`config.mk`:
```
export PLATFORM = sky130hd
export DESIGN_NAME = rr_queue_scheduler
export DESIGN_NICKNAME = d
export VERILOG_FILES = /design/src/rtl/rr_queue_scheduler.sv
export SDC_FILE = /design/constraint.sdc
export NUM_CORES = 1
export LEC_CHECK = 0
export ABC_AREA = 1
export CAP_MARGIN = 40
export CORE_MARGIN = 1
export CORE_UTILIZATION = 34
export DETAILED_ROUTE_END_ITERATION = 7
export PLACE_DENSITY = 0.73
export RECOVER_POWER = 50
export SLEW_MARGIN = 10
export SYNTH_ARGS = -nofsm -noshare
export SYNTH_HDL_FRONTEND = slang
export SYNTH_SLANG_ARGS = --single-unit
```
`constraint.sdc`:
```
create_clock -name clk -period 1.2 [get_ports clk]
set_input_delay 0.18 -clock clk [delete_from_list [all_inputs] [get_ports clk]]
set_output_delay 0.18 -clock clk [all_outputs]
set_load 0.05 [all_outputs]
```
`src/rtl/rr_queue_scheduler.sv`:
```
// rr_queue_scheduler: round-robin drain scheduler for NUM_Q queues with
// registered data_out. Each transaction runs IDLE -> READ -> CAPTURE -> OUTPUT.
// Optional build macro SCHED_FIXED_PRIO_EN: when defined, the lowest-index
// requesting queue always wins and last_grant is left untouched.
module rr_queue_scheduler #(
  parameter int NUM_Q = 4,
  parameter int WIDTH = 8,
  localparam int QID_W = (NUM_Q > 1) ? $clog2(NUM_Q) : 1
) (
  input  logic                   clk,
  input  logic                   reset,
  input  logic [NUM_Q-1:0]       q_empty,
  input  logic [NUM_Q-1:0]       q_en,
  input  logic [NUM_Q*WIDTH-1:0] q_data,
  output logic [NUM_Q-1:0]       q_rd,
  output logic                   out_valid,
  input  logic                   out_ready,
  output logic [WIDTH-1:0]       out_data,
  output logic [QID_W-1:0]       out_qid,
  output logic                   busy
);

  typedef enum logic [1:0] {IDLE, READ, CAPTURE, OUTPUT} state_t;

  state_t             state_reg, state_next;
  logic [QID_W-1:0]   grant_reg, grant_next;
  logic [QID_W-1:0]   last_grant_reg, last_grant_next;
  logic               out_valid_reg, out_valid_next;
  logic [WIDTH-1:0]   out_data_reg, out_data_next;
  logic [QID_W-1:0]   out_qid_reg, out_qid_next;

  logic [NUM_Q-1:0]   req;
  logic [QID_W-1:0]   pick;
  logic               pick_found;
  logic [WIDTH-1:0]   q_word [NUM_Q];

  // Index that is 'step' positions above 'base', wrapping at NUM_Q-1.
  function automatic logic [QID_W-1:0] rr_index(input logic [QID_W-1:0] base, input int step);
    int sum;
    sum = int'(base) + step;
    if (sum >= NUM_Q) sum = sum - NUM_Q;
    return QID_W'(sum);
  endfunction

  // Per-queue word slicing and one-hot read strobe (only in READ).
  for (genvar gi = 0; gi < NUM_Q; gi++) begin : g_queue
    assign q_word[gi] = q_data[gi*WIDTH +: WIDTH];
    assign q_rd[gi]   = (state_reg == READ) && (grant_reg == QID_W'(gi));
  end

  // Arbitration: pick the winning queue among current requests.
  always_comb begin
    req        = ~q_empty & q_en;
    pick_found = |req;
    pick       = '0;
`ifdef SCHED_FIXED_PRIO_EN
    for (int i = NUM_Q - 1; i >= 0; i--) begin
      if (req[QID_W'(i)]) pick = QID_W'(i);
    end
`else
    for (int k = NUM_Q; k >= 1; k--) begin
      if (req[rr_index(last_grant_reg, k)]) pick = rr_index(last_grant_reg, k);
    end
`endif
  end

  // Next-state and datapath updates for the four-phase transaction.
  always_comb begin
    state_next      = state_reg;
    grant_next      = grant_reg;
    last_grant_next = last_grant_reg;
    out_valid_next  = out_valid_reg;
    out_data_next   = out_data_reg;
    out_qid_next    = out_qid_reg;
    case (state_reg)
      IDLE: begin
        if (pick_found) begin
          grant_next = pick;
`ifndef SCHED_FIXED_PRIO_EN
          last_grant_next = pick;
`endif
          state_next = READ;
        end
      end
      READ: begin
        state_next = CAPTURE;
      end
      CAPTURE: begin
        out_data_next  = q_word[grant_reg];
        out_qid_next   = grant_reg;
        out_valid_next = 1'b1;
        state_next     = OUTPUT;
      end
      OUTPUT: begin
        if (out_ready) begin
          out_valid_next = 1'b0;
          state_next     = IDLE;
        end
      end
      default: state_next = IDLE;
    endcase
  end

  // State register; reset abandons any in-flight transaction.
  always_ff @(posedge clk) begin
    if (reset) begin
      state_reg      <= IDLE;
      grant_reg      <= '0;
      last_grant_reg <= QID_W'(NUM_Q - 1);
      out_valid_reg  <= 1'b0;
      out_data_reg   <= '0;
      out_qid_reg    <= '0;
    end else begin
      state_reg      <= state_next;
      grant_reg      <= grant_next;
      last_grant_reg <= last_grant_next;
      out_valid_reg  <= out_valid_next;
      out_data_reg   <= out_data_next;
      out_qid_reg    <= out_qid_next;
    end
  end

  assign out_valid = out_valid_reg;
  assign out_data  = out_data_reg;
  assign out_qid   = out_qid_reg;
  assign busy      = (state_reg != IDLE);

endmodule

```
Word-level counts from Yosys, hierarchy flattened --
Index checks and enable logic that the tools add are counted.
Storage, ports and cells: memories kept 0, output and inout port bits 16, bits in read-only memories 0, input bits 43, latch bits 0, memory bits (writable) 0, register bits after elaboration 17
Cells by class: div/mod/pow operators 0, $lt $le $gt $ge 9, multiplexer cells 24, shift-type cells 0, reduce and logical (&&, ||, !) cells 12, add/sub/neg operators 8, equality and inequality tests 8, $mul 0, bitwise operators 3
Operators by type and width (number):
- $mux W2 | 10
- $bmux W8 S2 | 1
- $mux W8 | 2
- $ge A3 B3 Y1 const B | 4
- $lt A2 B3 Y1 const B | 4
- $bmux W1 S2 | 4
- $eq A2 B2 Y1 const B | 4
- $pmux W2 S4 | 1
- $sub A2 B1 Y2 const B | 4
- $add A2 B2 Y3 const B | 2
- $reduce_and A2 Y1 | 3
- $mux W1 | 5
- $add A2 B3 Y4 const B | 1
- $and A4 B4 Y4 | 1
- $eq A2 B1 Y1 const B | 2
- $ge A4 B3 Y1 const B | 1
- $logic_and A1 B1 Y1 | 4
- $logic_not A2 Y1 | 2
- $ne A2 B2 Y1 const B | 2
- $not A4 Y4 | 1
- $reduce_bool A2 Y1 | 2
- $reduce_or A4 Y1 | 1
- $add A2 B1 Y3 const B | 1
- $not A2 Y3 | 1
- $pmux W1 S2 | 1

Depth between registers and ports, before layout --
depth after elaboration 9, depth in mapped cells 13, gate-level depth less buffers 12

Worst setup path before layout --
No wires, ideal clock.
path kind register to output, start register grant_reg[0], end output q_rd[1], required time 1.020 ns, buffers on the path 1, slack -0.628 ns, arrival 1.648 ns, cell stages (with the launch flop) 4, cells stage by stage dfxtp_1 inv_1 buf_2 nor3_1
On the way: cells in the longest elaborated chain, start to end 2
Ends and longest elaborated chain:
- start: declaration | RTL line 26 | logic [QID_W-1:0] grant_reg, grant_next;
- start signal: assignment | RTL line 115 | grant_reg <= grant_next;
- $eq A2 B1 Y1 | RTL line 48 | assign q_rd[gi] = (state_reg == READ) && (grant_reg == QID_W'(gi));
- $logic_and A1 B1 Y1 | RTL line 48
- end: declaration | RTL line 15 | output logic [NUM_Q-1:0] q_rd,
Every way passes these cells.

Final worst setup path --
start register state_reg[0], end output busy
On the way: cells in the longest elaborated chain, start to end 1
Ends and longest elaborated chain:
- start: declaration | RTL line 25 | state_t state_reg, state_next;
- start signal: assignment | RTL line 114 | state_reg <= state_next;
- $reduce_bool A2 Y1 | RTL line 126 | assign busy = (state_reg != IDLE);
- end: declaration | RTL line 20 | output logic busy
Every way passes these cells.

==> out/summary.md <==
The flow ran to the end, but the final reports show violations. The checks that failed: setup timing. The number of antenna violations at the first check in global routing is 0, and the final clock skew is 0.00202 ns.

The longest clock path from root to sink contains 2 buffers. Once layout is complete, the utilization of the core stands at 84.2%. The reported max-cap violation count was 0.

TritonCTS created 3 clock buffers. The critical path ends at busy. Setup violations remaining at the end of the flow were counted as 22. In this run the worst hold path is classified as primary input to flop. STA classifies the critical path endpoint as an output port.

The via count of the first global-routing pass is 1,489, and the fraction of power spent switching nets is 49.7%. The post-synth design cell area is 1170 µm². The fraction of layout cells with a size suffix above 1 was 52.3%. TritonCTS built the clock tree.

Setup slack of the most critical reg-to-reg path: -0.23 ns. The logs give 2650 µm² for the cell area after layout and 1.02 ns for the required time at the worst-slack endpoint. The category of the worst setup path launch point is a flop. After detailed routing, the number of vias per cell comes to 5.48. The power per unit of standard cell area was 2610 nW/µm²; the max-slew violation count was 0. First-pass GRT wire length: 6.53 mm. The number of remaining DRC errors is 0, and the H-tree level count is 1. The core region is 3150 µm². Tracing the worst setup path back leads to its startpoint at state_reg[0]. Clock-pin slew was measured on the worst setup and hold paths at 0.11 ns. During I/O placement, the number of pins put on the boundary was 59.

Relative to the synthesized area, the layout overhead comes to 127%. The worst-case IR drop observed on VDD is 2.31 mV. The number of failing hold endpoints at the final stage was 0; the hold buffer count at cts was 0. For the pin count of the biggest net entering global routing, the log shows 21. The share of total power dissipated in combinational logic is 77.9%.

The logs give 17.1% for the sequential share of power and 1.27 ns for the arrival time reported for the critical path endpoint. Detailed routing inserted a total of 1,769 vias. The final critical delay including setup and external delays was 1.45 ns; the initial core utilization was 37.1%.

For the overall die area, the log shows 3680 µm². Average wire per standard cell: 18.4 µm. The switching power summed over all nets came out at 3.45 mW. Setup repair after global routing could not meet its margin everywhere. At the end of routability-driven placement, the weighted congestion stood at 0.903. The number of cell rows came out at 20.

The TritonCTS sink count was 17; the aggregate routed wire length was 5.95 mm. The global-route usage over all layers was 23.8%; the count of mapped cells out of synthesis was 179. Leading cell type in the layout, fill and taps excluded: sky130_fd_sc_hd__clkdlybuf4s50_1. For the number of fill cells in the layout, the log shows 171. The origin of the critical flop-to-flop path is last_grant_reg[1]. Derived from the worst setup path, the maximum achievable clock frequency is 692 MHz. After synthesis, the netlist uses 23 different library cells. The number of I/O port buffers was 58. The critical path is of the flop to output port type. The remaining global-route overflow came out at 0. The final antenna diode count is 0, and the number of warnings printed during yosys synthesis is 0. The number of nets in the synthesized netlist is 227. Leakage power figure: 1.10 nW. Counting cells, the worst reg-to-reg path comes to 11. The HPWL after detailed placement is 3.12 mm.

The count of nets left with antenna violations once routing finished came out at 0. Buffer type at the clock tree root: sky130_fd_sc_hd__clkbuf_4. Of the available clock period, the critical path in the final layout requires 120%. The first routing iteration left 110 violations. For the pin with the worst max-slew slack, the measured transition is 0.321 ns. Before antenna repair, the detailed router went through 5 iterations.

The run gives 328 as the final net count. The worst flop-to-flop path endpoint was grant_reg[0]. The average instance area after synthesis was 6.53 µm². Leaving out fill and tap cells, the most frequent cells in the layout are 42 x sky130_fd_sc_hd__clkdlybuf4s50_1, 39 x sky130_fd_sc_hd__nand2_1, 34 x sky130_fd_sc_hd__buf_4.

The part of the Yosys area used for sequential elements was 29.1%; the clock latency at the later pin of the worst-skew pair was 0.32 ns. The floorplan step set the die width to 60.6 µm. For the clock power share, the log shows 5.0%. The die is 60.6 µm tall. The worst setup slack after layout is -0.246 ns, and the number of flip-flops in the largest register is 8. The tools report the setup TNS as -3.34 ns. After synthesis the netlist holds a flip-flop and latch count of 17. Once placement finished, the instance area stood at 2250 µm². Headroom to the max-slew limit came out at 78.6%.

Of all nets on the critical path, the largest fanout is 3. Internal power comes to 3.49 mW.
[worst min path at each step]
stage | to | startpoint | cells past startpoint | slack [ns]
after detailed placement | out_valid | out_valid | 2 | 0.52
final | out_data[1] | q_data[25] | 3 | 0.49
after floorplan | state_reg[1] | reset | 1 | 0.24
after global routing | out_data[7] | q_data[23] | 3 | 0.49
after global placement | out_valid | out_valid | 2 | 0.51
after CTS | out_data[1] | q_data[17] | 3 | 0.50
[synthesized netlist by cell type, drive strengths merged]
cell type	n	area share, %
a21oi	20	9.2
a221oi	5	3.7
a22oi	3	1.9
a41oi	3	2.2
buf	4	2.1
clkbuf	3	0.96
dfxtp	17	29
ha	5	5.4
inv	19	6.7
nand2	59	20
nand3	18	9.4
nor2	7	2.2
nor3	3	1.3
o2111ai	1	0.75
o21ai	11	4.7
or2	1	0.54
[metal layers]
layer	up-vias	share of wire [%]	routed length (µm)	track usage (%)
met5	-	0	0	0
met2	92	53	3160	44.4
li1	806	-	-	-
met3	34	4.9	289	2.99
met1	837	37	2200	28.6
met4	0	4.9	294	6.17
[worst max-delay path: stages, from the launching register on]
cell and delay [ns]:
sky130_fd_sc_hd__dfxtp_4 0.39, sky130_fd_sc_hd__inv_4 0.08, sky130_fd_sc_hd__ha_4 0.15, sky130_fd_sc_hd__clkinvlp_4 0.08, sky130_fd_sc_hd__buf_6 0.11, sky130_fd_sc_hd__buf_12 0.13
[final cells by class]
type	count	area (µm²)	share of cell area, %
timing repair buffer	103	1080	40.8
multi-input combinational	136	1040	39.1
sequential	17	358	13.5
inverter	19	93.8	3.54
tap	44	55.1	2.07
clock buffer	4	26.3	0.990
[cells by family (layout without fill, tap and decap cells)]
family / count (synthesis) / after routing / synth area share [%]
and+or+nand+nor: 88 / 88 / 33.1
DFF: 17 / 17 / 29.1
adders and majority gates: 5 / 5 / 5.35
AOI/OAI and AO/OA: 43 / 43 / 22.6
buffers and inverters: 26 / 126 / 9.85
[power groups by stage]
stage	registers, mW	clock network [mW]	logic (mW)
final	1.19	0.348	5.41
after global routing	1.21	0.365	5.68
after CTS	1.14	0.320	4.53
after detailed placement	1.05	0	4.14
after global placement	1.05	0	4.07
after floorplan	1.42	0	1.74
[per-stage QoR]
stage | instances | hold slack [ns] | setup WS, ns | power (mW)
floorplan | 179 | 0.242 | -0.211 | 3.16
global placement | 306 | 0.509 | -0.397 | 5.13
detailed placement | 306 | 0.518 | -0.392 | 5.19
CTS | 313 | 0.505 | -0.209 | 5.99
global route | 323 | 0.490 | -0.331 | 7.26
finish | 323 | 0.489 | -0.246 | 6.94
[what timing repair did]
item                                    in CTS  in global routing
hold endpoints to repair                     0                  0
pin swaps                                    7                 21
endpoints found under the setup margin      19                 22
gates resized for setup                     54                 41
buffers inserted                             4                  8
gates cloned                                 0                  3
Note: power is estimated with default switching activity, not from simulation.
